<file path="src/rtl/mux_share_arbiter_if.sv">
// Bundle of request, data, handshake and grant signals shared between the
// requesters/consumer (master side) and the arbiter (slave side).
interface mux_share_arbiter_if #(
  parameter int WIDTH = 1
);
  logic             req_a;
  logic [WIDTH-1:0] data_a;
  logic             req_b;
  logic [WIDTH-1:0] data_b;
  logic             ready;
  logic             grant_a;
  logic             grant_b;
  logic             sel;
  logic [WIDTH-1:0] z;
  logic             z_valid;

  // Requesters and downstream consumer drive requests/data/ready.
  modport master (
    output req_a, data_a, req_b, data_b, ready,
    input  grant_a, grant_b, sel, z, z_valid
  );

  // The arbiter consumes requests and drives grants, select and the mux output.
  modport slave (
    input  req_a, data_a, req_b, data_b, ready,
    output grant_a, grant_b, sel, z, z_valid
  );
endinterface

</file>
<file path="src/rtl/mux_share_arbiter.sv">
// Round-robin arbiter sharing one 2:1 mux (z = a & ~c | b & c) between
// requesters A and B. The grant and the select line are registered; a
// per-grant transfer budget forces a hand-over after MAX_HOLD beats whenever
// the other side is waiting.
module mux_share_arbiter #(
  parameter int WIDTH    = 1,
  parameter int MAX_HOLD = 4
) (
  input  logic                clk,
  input  logic                reset_n,
  mux_share_arbiter_if.slave  bus
);

  typedef enum logic [1:0] {
    IDLE  = 2'd0,
    GNT_A = 2'd1,
    GNT_B = 2'd2
  } state_t;

  // hold_cnt only needs to reach MAX_HOLD-1; keep at least one bit.
  localparam int              CW        = (MAX_HOLD > 1) ? $clog2(MAX_HOLD) : 1;
  localparam logic [CW-1:0]   HOLD_LAST = CW'(MAX_HOLD - 1);
  localparam logic            SIDE_A    = 1'b0;
  localparam logic            SIDE_B    = 1'b1;

  state_t          state_reg, state_next;
  logic [CW-1:0]   hold_cnt_reg, hold_cnt_next;
  logic            last_served_reg, last_served_next;
  logic            sel_reg, sel_next;

  logic            grant_a;
  logic            grant_b;
  logic            z_valid;
  logic            transfer;
  logic            req_own;
  logic            req_other;
  logic            own_side;
  state_t          other_state;

  assign grant_a  = (state_reg == GNT_A);
  assign grant_b  = (state_reg == GNT_B);
  // Valid is purely combinational so an async reset (which clears the state)
  // drops it immediately.
  assign z_valid  = (grant_a & bus.req_a) | (grant_b & bus.req_b);
  assign transfer = z_valid & bus.ready;

  assign bus.grant_a = grant_a;
  assign bus.grant_b = grant_b;
  assign bus.sel     = sel_reg;
  assign bus.z_valid = z_valid;

  // Shared selector, one AND-OR gate pair per bit.
  generate
    for (genvar gi = 0; gi < WIDTH; gi++) begin : g_mux
      assign bus.z[gi] = (bus.data_a[gi] & ~sel_reg) | (bus.data_b[gi] & sel_reg);
    end
  endgenerate

  // Next-state, budget counter and round-robin pointer.
  always_comb begin
    state_next       = state_reg;
    hold_cnt_next    = hold_cnt_reg;
    last_served_next = last_served_reg;
    req_own          = 1'b0;
    req_other        = 1'b0;
    own_side         = SIDE_A;
    other_state      = GNT_B;

    case (state_reg)
      IDLE: begin
        if (bus.req_a && bus.req_b) begin
          // Tie: the side that was not served last wins.
          state_next = (last_served_reg == SIDE_B) ? GNT_A : GNT_B;
        end else if (bus.req_a) begin
          state_next = GNT_A;
        end else if (bus.req_b) begin
          state_next = GNT_B;
        end
      end

      GNT_A, GNT_B: begin
        // Fold both grant states onto "own" and "other" sides.
        if (state_reg == GNT_A) begin
          req_own     = bus.req_a;
          req_other   = bus.req_b;
          own_side    = SIDE_A;
          other_state = GNT_B;
        end else begin
          req_own     = bus.req_b;
          req_other   = bus.req_a;
          own_side    = SIDE_B;
          other_state = GNT_A;
        end

        if (!req_own) begin
          // Owner let go (with or without a beat): hand over or go idle.
          state_next       = req_other ? other_state : IDLE;
          last_served_next = own_side;
          hold_cnt_next    = '0;
        end else if (transfer) begin
          if ((hold_cnt_reg == HOLD_LAST) && req_other) begin
            // Budget spent and the other side is waiting: switch.
            state_next       = other_state;
            last_served_next = own_side;
            hold_cnt_next    = '0;
          end else if (hold_cnt_reg != HOLD_LAST) begin
            hold_cnt_next = hold_cnt_reg + CW'(1);
          end
          // else: lone requester with a full budget, counter saturates.
        end
        // No transfer: grant kept, counter frozen.
      end

      default: begin
        state_next = IDLE;
      end
    endcase

    // Select follows the granted side and holds its value while idle.
    case (state_next)
      GNT_A:   sel_next = 1'b0;
      GNT_B:   sel_next = 1'b1;
      default: sel_next = sel_reg;
    endcase
  end

  // Registered arbiter state with asynchronous active-low clear.
  always_ff @(posedge clk or negedge reset_n) begin
    if (!reset_n) begin
      state_reg       <= IDLE;
      hold_cnt_reg    <= '0;
      last_served_reg <= SIDE_B;
      sel_reg         <= 1'b0;
    end else begin
      state_reg       <= state_next;
      hold_cnt_reg    <= hold_cnt_next;
      last_served_reg <= last_served_next;
      sel_reg         <= sel_next;
    end
  end

endmodule

</file>
<file path="src/flat_wrapper.sv">
// flat-port wrapper written by rule: the top's interface ports become plain ports
module mux_share_arbiter_flat 
#(
  parameter int WIDTH    = 1,
  parameter int MAX_HOLD = 4
)
  (clk, reset_n, bus_req_a, bus_data_a, bus_req_b, bus_data_b, bus_ready, bus_grant_a, bus_grant_b, bus_sel, bus_z, bus_z_valid);
  mux_share_arbiter_if #(.WIDTH(WIDTH)) bus_i ();
  input  logic clk;
  input  logic reset_n;
  input wire logic [$bits(bus_i.req_a)-1:0] bus_req_a;
  input wire logic [$bits(bus_i.data_a)-1:0] bus_data_a;
  input wire logic [$bits(bus_i.req_b)-1:0] bus_req_b;
  input wire logic [$bits(bus_i.data_b)-1:0] bus_data_b;
  input wire logic [$bits(bus_i.ready)-1:0] bus_ready;
  output wire logic [$bits(bus_i.grant_a)-1:0] bus_grant_a;
  output wire logic [$bits(bus_i.grant_b)-1:0] bus_grant_b;
  output wire logic [$bits(bus_i.sel)-1:0] bus_sel;
  output wire logic [$bits(bus_i.z)-1:0] bus_z;
  output wire logic [$bits(bus_i.z_valid)-1:0] bus_z_valid;
  assign bus_i.req_a = bus_req_a;
  assign bus_i.data_a = bus_data_a;
  assign bus_i.req_b = bus_req_b;
  assign bus_i.data_b = bus_data_b;
  assign bus_i.ready = bus_ready;
  assign bus_grant_a = bus_i.grant_a;
  assign bus_grant_b = bus_i.grant_b;
  assign bus_sel = bus_i.sel;
  assign bus_z = bus_i.z;
  assign bus_z_valid = bus_i.z_valid;
  mux_share_arbiter #(.WIDTH(WIDTH), .MAX_HOLD(MAX_HOLD)) u_core (.clk(clk), .reset_n(reset_n), .bus(bus_i));
endmodule
</file>
<file path="config.mk">
export PLATFORM = sky130hd
export DESIGN_NAME = mux_share_arbiter_flat
export DESIGN_NICKNAME = d
export VERILOG_FILES = /design/src/rtl/mux_share_arbiter_if.sv /design/src/rtl/mux_share_arbiter.sv /design/src/flat_wrapper.sv
export SDC_FILE = /design/constraint.sdc
export NUM_CORES = 1
export LEC_CHECK = 0
export CORE_MARGIN = 2
export CORE_UTILIZATION = 30
export CTS_CLUSTER_SIZE = 8
export DETAILED_ROUTE_END_ITERATION = 10
export SETUP_SLACK_MARGIN = 0.2
export SLEW_MARGIN = 40
export SYNTH_ARGS = -nofsm -noshare
export SYNTH_HDL_FRONTEND = slang
export SYNTH_SLANG_ARGS = --single-unit
</file>
<file path="constraint.sdc">
create_clock -name clk -period 2.5 [get_ports clk]
set_clock_uncertainty 0.15 [all_clocks]
set_input_delay 0.625 -clock clk [delete_from_list [all_inputs] [get_ports clk]]
set_output_delay 0.625 -clock clk [all_outputs]
set_load 0.01 [all_outputs]
</file>
Word level (Yosys, flattened, before mapping)
Cells that the tools add are included. Widths: inputs -> output; s select.

Add/sub/neg operators: 1. Eq/ne operators: 9. Muxes and demuxes: 23. Bitwise operators: 8. Reduce and logical (&&, ||, !) cells: 7.

Operators by type and width (number): $mux 2 (13); $mux 1 (8); $eq 2x2->1 const B (3); $reduce_and 3->1 (2); $and 1x1->1 (5); $eq 2x1->1 const B (2); $ne 2x1->1 const B (2); $pmux 2 s2 (1); $ne 3x1->1 const B (1); $add 2x1->2 const B (1); $logic_and 1x1->1 (2); $logic_not 2->1 (1); $ne 2x2->1 const B (1); $or 1x1->1 (2); $pmux 1 s2 (1); $reduce_bool 2->1 (1); $reduce_or 2->1 (1); $not 1->1 (1).

Bits in registers: 6. Bits of input ports: 7. Output and inout bits: 5. Logic and storage cells: 52.

Logic depth before layout (Yosys ltp)
Gate-level depths: netlist of the first run.

Depth after elaboration: 10. Mapped depth: 9. Depth with buffers taken out: 8.

Worst setup path after synthesis of the first run
OpenSTA, ideal clock, no wires.

Path kind: register to register. From: register u_core.state_reg[0]. To: register u_core.sel_reg, in the netlist u_core.bus.sel. Arrival: 2.076 ns. Data required time: 2.225 ns. Slack: 0.150 ns. Stages on the path, launching flop included: 9. Buffers on the path: 0. Clock period less this slack: 2.350 ns. Cell sequence: dfrtp_1 > inv_1 > ha_1 > and3_1 > a221oi_2 > o221ai_1 > a31oi_1 > ha_1 > mux2_2.

RTL lines: start, declared (line mux_share_arbiter.sv:26) `state_t state_reg, state_next;`; start signal, assigned (line mux_share_arbiter.sv:135) `state_reg <= state_next;`; $eq 2x2->1 (*) (line mux_share_arbiter.sv:41) `assign grant_b = (state_reg == GNT_B);`; named net bus_grant_b (line flat_wrapper.sv:17) `output wire logic [$bits(bus_i.grant_b)-1:0] bus_grant_b;`; $and 1x1->1 (line mux_share_arbiter.sv:44) `assign z_valid = (grant_a & bus.req_a) | (grant_b & bus.req_b);`; $or 1x1->1 (line mux_share_arbiter.sv:44); $and 1x1->1 (line mux_share_arbiter.sv:45) `assign transfer = z_valid & bus.ready;`; $mux 2 (line mux_share_arbiter.sv:100) `end else if (transfer) begin`; $mux 2 (line mux_share_arbiter.sv:95) `if (!req_own) begin`; $pmux 2 s2 (*) (line mux_share_arbiter.sv:69) `case (state_reg)`; named net u_core.state_next[1] (line mux_share_arbiter.sv:26); $eq 2x2->1 / $eq 2x1->1 (equally long branches) (line mux_share_arbiter.sv:120) `case (state_next)`; $pmux 1 s2 / $reduce_bool 2->1 (equally long branches); end signal, assigned (line mux_share_arbiter.sv:138) `sel_reg <= sel_next;`; end, declared (line mux_share_arbiter.sv:29) `logic sel_reg, sel_next;`.

Mark *: on every way through the listed nets, which the timed path passes. The rest lies on a longest branch. The select of a mux whose other input is x is not followed. A chain may end at the register's enable or synchronous reset.

Worst setup path after layout of the first run
From: register u_core.state_reg[1]. To: register u_core.sel_reg, in the netlist u_core.bus.sel.

Word-level cells in the longest chain between the ends: 10.

Ends and longest elaborated chain: $eq 2x1->1 (line mux_share_arbiter.sv:40, mux_share_arbiter.sv:69, mux_share_arbiter.sv:83); $mux 1 (line mux_share_arbiter.sv:83) `if (state_reg == GNT_A) begin`; $mux 1 (line mux_share_arbiter.sv:69); $logic_and 1x1->1 (line mux_share_arbiter.sv:101) `if ((hold_cnt_reg == HOLD_LAST) && req_other) begin`; $mux 2 (line mux_share_arbiter.sv:101); $mux 2 (line mux_share_arbiter.sv:100); $mux 2 (line mux_share_arbiter.sv:95); $pmux 2 s2 (*) (line mux_share_arbiter.sv:69); named net u_core.state_next[1] (line mux_share_arbiter.sv:26); $eq 2x2->1 / $eq 2x1->1 (equally long branches) (line mux_share_arbiter.sv:120); $pmux 1 s2 / $reduce_bool 2->1 (equally long branches).

Marked as above.

==> summary.txt, run 1 <==
Finish
  – N_diodes: 0
  – # nets final: 114
  – Synth-to-layout area growth: 55.8%
  – Multi-input combinational cell area: 500 sq um
  – FF+latch area: 153 sq um
  – # fillers: 184
  – Share of cells above drive strength 1: 0.525
  – Layout Cells excl Fill: 126
  – Core Util, Final: 0.503

STA
  – Slew margin rel.: 0.820
  – Peak Freq: 435 MHz
  – Final setup vio count: 0
  – Hold violation count in the final report: 0
  – Setup TNS: 0 ns
  – Final period util: 0.920
  – RSZ-0062 raised after global routing: yes
  – Final hold slack: 0.347 ns
  – Pins over their slew limit: 0
  – Crit path time final: 2.30 ns
  – Slew @ Worst Pin: 0.270 ns

Logic synthesis
  – Most used DFF post-synth: dfrtp_1
  – Mapped Cells: 68
  – Synth area leader: dfrtp_1
  – Syn. warnings: 0
  – Post-synth top area share: 0.196
  – Post-synthesis register bit count: 6
  – Post-synth EDFFs: 0
  – Yosys cell types: 33
  – Post-Syn Area: 639 sq um
  – Share of flip-flops with an asynchronous set or reset: 1.00
  – Synthesized Nets: 82
  – Largest cells by area after synthesis: dfrtp_1 (20%), ha_1 (14%), mux2_2 (7.0%)
  – Sequential-to-total area share from yosys stat: 0.237
  – Synthesized area per cell: 9.40 sq um

CTS
  – H-tree depth: 1
  – Clock Latency Late Sink: 0.24 ns
  – Reg clk slew, reported paths: 0.05 ns
  – Hold Buf Count CTS: 0
  – Clock root cell: clkbuf_4
  – CTS Buf Count: 3
  – CTS sink cnt: 6
  – Clock buffer depth: 2
  – CTS tree: done

Worst hold path
  – Hold Crit Start: u_core.last_served_reg
  – Hold EP: u_core.last_served_reg
  – Hold path depth: 2
  – Hold/Removal Path Class: register to register

Die
  – Core area: 1980 sq um
  – Chip Height: 50.2 um
  – Row count: 16
  – Die width: 50.2 um
  – Die area: 2520 sq um
  – IO Pins: 12
  – Initial Util: 0.323

Worst setup path
  – Crit. Startpoint: u_core.state_reg[1]
  – Worst R2R Path Depth: 8
  – Critical Path Sink Type: register
  – RR Startpoint: u_core.state_reg[1]
  – Reg-to-Reg End: u_core.bus.sel
  – Critical path peak fanout: 5
  – Worst EP required: 2.48 ns
  – Critical path type: register to register
  – CP Launch Type: register
  – R2r setup slk: 0.20 ns
  – Crit path arrival time: 2.28 ns

Detailed routing
  – Detail-routed via count per cell: 4.96
  – Antenna-violating nets left: 0
  – Via count: 625
  – DRT Pass-1 Iters: 3
  – DR DRC count: 0
  – Initial DRC Count: 1
  – Total Routed Length: 1570 um
  – Wire per inst: 12.5 um

Global routing
  – Global-route wire length before repair: 2620 um
  – Total gr overflow: 0
  – Gr usage total: 0.134
  – Vias in the first global route: 631
  – Initial antenna violation count: 0
  – Largest net degree at the start of global routing: 9

Place
  – Gpl congestion: 0.796
  – Dpl cells: 113
  – Port-buffer cells: 11
  – Detailed Place HPWL: 1160 um

Status
  – Status: complete, no violations

Power and ir drop
  – Leak pwr: 0.459 nW
  – PD cells: 1050 nW/um^2
  – Max VDD drop: 0.589 mV

Run
  – Max cap viols: 0
## synthesized netlist by cell type, drive strengths merged (3+ instances only)
cell,number
mux2,4
dfrtp,5
nand2,4
a21oi,3
ha,7
inv,6
buf,3
nor2,4
## cell usage in the layout, fill, tap and decap left out, types with 3 or more instances in the layout
| cell | count |
|---|---|
| clkbuf_4 | 3 |
| nand2_1 | 4 |
| mux2_2 | 3 |
| nor2_1 | 4 |
| dfrtp_1 | 4 |
| dlygate4sd2_1 | 3 |
| clkdlybuf4s50_1 | 5 |
| inv_1 | 4 |
| ha_4 | 3 |
| buf_4 | 20 |
| ha_1 | 3 |
## power breakdown
| part | internal [mW] | total, mW | switching [mW] |
|---|---|---|---|
| registers | 0.144 | 0.182 | 0.0380 |
| clock network | 0.0604 | 0.0941 | 0.0337 |
| logic | 0.428 | 0.766 | 0.337 |
## through the flow
step,setup slack (ns),instance area (sq um),total power [mW]
3_3_place_gp,-0.346,835,0.748
3_5_place_dp,-0.394,835,0.755
5_1_grt,0.116,996,1.14
2_1_floorplan,0.204,644,0.547
4_1_cts,0.169,962,0.981
6_report,0.199,996,1.04
## worst max path at each step
stage                      to  slack (ns)  depth (start not counted)
6_report       u_core.bus.sel        0.20                          8
5_1_grt        u_core.bus.sel        0.12                          8
3_3_place_gp   u_core.bus.sel       -0.35                          7
2_1_floorplan  u_core.bus.sel        0.20                          9
3_5_place_dp   u_core.bus.sel       -0.39                          8
4_1_cts        u_core.bus.sel        0.17                          8
## layout make-up
cell class / count / share of cell area
Tap cell: 27 / 0.0339
Multi-Input combinational cell: 51 / 0.503
Timing Repair Buffer: 32 / 0.261
Clock buffer: 4 / 0.0264
Inverter: 6 / 0.0226
Sequential cell: 6 / 0.153
## cells by family after synthesis
group	count (synthesis)	share of synthesized area
AO/OA/AOI/OAI	20	0.286
AND/OR/NAND/NOR	20	0.166
multiplexers	4	0.0704
flip-flops	6	0.237
adder cells (fa/ha/maj)	7	0.137
buffers and inverters	11	0.104
## metal layers
metal  global-route usage  routed length, um  share of wire  vias to the layer above
li1                     -                  -              -                      311
met1                0.163                694           0.44                      302
met2                0.235                817           0.52                       10
met3              0.00893                 50          0.032                        2
met4               0.0694                  6         0.0038                        0
met5                    0                  0              0                        -
## worst max-delay path, cell delays in order, from the launching register on
cell,delay (ns)
dfrtp_1,0.41
buf_6,0.13
ha_4,0.17
and3_4,0.17
a221oi_2,0.30
o221ai_2,0.15
a31oi_2,0.18
ha_1,0.27
mux2_2,0.26
## repair_timing
item	CTS	global route
setup endpoints to repair	5	4
setup buffers	7	2
resized for setup	21	8
endpoints found under the hold margin	0	0
pin swaps	7	7
No activity file was read; power rests on OpenSTA's default activity.
==> inputs of run 2 (changes only) <==
--- a/config.mk
+++ b/config.mk
@@ -14,3 +14,4 @@
 export SYNTH_ARGS = -nofsm -noshare
 export SYNTH_HDL_FRONTEND = slang
 export SYNTH_SLANG_ARGS = --single-unit
+export TNS_END_PERCENT = 20
==> run 2 against run 1 <==
Compared with the run above:
- flip-flop and latch count stayed put
- critical path depth is 5 lower
- combinational power hardly changed
- setup slack worse by 0.020 ns
- hold slack hardly changed
- clock-buffer cell count stayed put
- sequential share of layout area hardly changed
- register-to-register slack hardly changed
- sequential power hardly changed
- largest power group unchanged
- highest routed layer unchanged
==> summary.txt, run 2 (synthesized netlist as in run 1, its figures left out) <==
Status
  – Status: complete, no violations

Finish
  – Commonest cells after routing, fill and taps aside: buf_4 (20), clkdlybuf4s50_1 (6)
  – Share of cells above drive strength 1: 0.515
  – Core Util, Final: 0.503
  – Most common cell after layout, fill and taps aside: buf_4
  – # nets final: 114
  – N_diodes: 0
  – Synth-to-layout area growth: 56.0%
  – Layout Cells excl Fill: 126

Detailed routing
  – Total Routed Length: 1570 um
  – DR DRC count: 0
  – Detail-routed via count per cell: 4.94
  – Initial DRC Count: 2
  – Via count: 622
  – Wire per inst: 12.4 um
  – DRT Pass-1 Iters: 3
  – Antenna-violating nets left: 0

Worst setup path
  – Worst-path cell with the longest stage delay: clkdlybuf4s50_1
  – CP peak stage delay: 0.39 ns
  – Crit path arrival time: 1.55 ns
  – Crit-path cells: clkdlybuf4s50_1 > mux2_2 > dlygate4sd2_1
  – Critical path type: input pin to output port
  – Critical Path Sink Type: output port
  – CP Buf/Inv Count: 2
  – CP Launch Type: input pin
  – Critical path peak fanout: 1
  – Worst EP required: 1.73 ns
  – CP delay by family, top: buffers and inverters

STA
  – Slew margin rel.: 0.820
  – RSZ-0062 raised after global routing: yes
  – Pins over their slew limit: 0
  – Hold violation count in the final report: 0
  – Final setup vio count: 0
  – Peak Freq: 431 MHz
  – Final period util: 0.929
  – Crit path time final: 2.32 ns
  – Slew @ Worst Pin: 0.270 ns

Die
  – IO Pins: 12
  – Die area: 2520 sq um
  – Die width: 50.2 um
  – Core area: 1980 sq um
  – Initial Util: 0.323
  – Row count: 16
  – Chip Height: 50.2 um

Power and ir drop
  – Leak pwr: 0.445 nW
  – Sw Share: 0.391
  – Register share of total power: 0.174
  – Clk pwr share: 0.090
  – Sw Pwr: 0.409 mW
  – Combinational Power Share: 0.735
  – Internal power: 0.636 mW
  – Max VDD drop: 0.608 mV
  – PD cells: 1050 nW/um^2

CTS
  – Clock Latency Late Sink: 0.24 ns
  – H-tree depth: 1
  – CTS sink cnt: 6
  – Clock buffer depth: 2
  – Reg clk slew, reported paths: 0.04 ns
  – CTS tree: done
  – CTS Buf Count: 3
  – Clock root cell: clkbuf_4

Place
  – Port-buffer cells: 11
  – Gpl congestion: 0.796
  – Detailed Place HPWL: 1160 um
  – Dpl cells: 113

Global routing
  – Global-route wire length before repair: 2620 um
  – Vias in the first global route: 631
  – Initial antenna violation count: 0
  – Largest net degree at the start of global routing: 9
  – Gr usage total: 0.134
  – Total gr overflow: 0

Run
  – Max cap viols: 0

Worst hold path
  – Hold/Removal Path Class: register to register
==> run 2: final timing paths <==
path	startpoint	end	slack, ns	depth (start not counted)
worst max-delay path	bus_data_a	bus_z	0.18	3
worst min-delay path	u_core.last_served_reg	u_core.last_served_reg	0.35	2
worst max register to register	u_core.state_reg[1]	u_core.bus.sel	0.20	8
worst min register to register	u_core.last_served_reg	u_core.last_served_reg	0.35	2
max in group asynchronous	reset_n	u_core.last_served_reg	1.45	1
min in group asynchronous	reset_n	u_core.bus.sel	0.47	1
==> run 2: worst reg2reg max path: cells and delay by family (launching register included) <==
kind                       cells  cell delay, ns
muxes                          1            0.26
buffers and inverters          1            0.13
AOI/OAI and AO/OA              3            0.64
adders and majority gates      2            0.44
and+or+nand+nor                1            0.17
DFF                            1            0.40
==> run 2: layer usage <==
metal / global-route usage / share of wire
met2: 0.235 / 0.52
met3: 0.00893 / 0.028
met1: 0.163 / 0.45
met4: 0.0694 / 0.0038
met5: 0 / 0
==> run 2: area by class of cell <==
type / count / area (sq um)
clock buffers: 4 / 26.3
fillers: 186 / 985
inverters: 6 / 22.5
multi-input cells: 51 / 500
flip-flops and latches: 6 / 153
well taps: 27 / 33.8
repair buffers: 32 / 262
==> run 2: repair_timing <==
item                                   4_1_cts  5_1_grt
setup buffers                                7        2
pin swaps                                    7        7
gates resized for setup                     20        6
setup endpoints to repair                    5        4
hold buffers                                 0        0
endpoints found under the hold margin        0        0
==> run 2: through the flow <==
stage	power, mW	setup WS, ns	instance area (sq um)	hold slack [ns]	setup TNS [ns]
2_1_floorplan	0.547	0.204	644	0.179	0
3_3_place_gp	0.748	-0.346	835	0.342	-0.632
3_5_place_dp	0.755	-0.394	835	0.346	-0.717
4_1_cts	0.980	0.169	961	0.352	0
5_1_grt	1.14	0.116	997	0.395	0
6_report	1.05	0.179	997	0.347	0
==> run 2: power by group through the flow <==
| stage | clock [mW] | combinational [mW] | sequential (mW) |
|---|---|---|---|
| after floorplan | 0 | 0.368 | 0.180 |
| after global placement | 0 | 0.575 | 0.173 |
| after detailed placement | 0 | 0.580 | 0.176 |
| after CTS | 0.0997 | 0.700 | 0.181 |
| after global routing | 0.104 | 0.847 | 0.189 |
| final | 0.0941 | 0.769 | 0.182 |
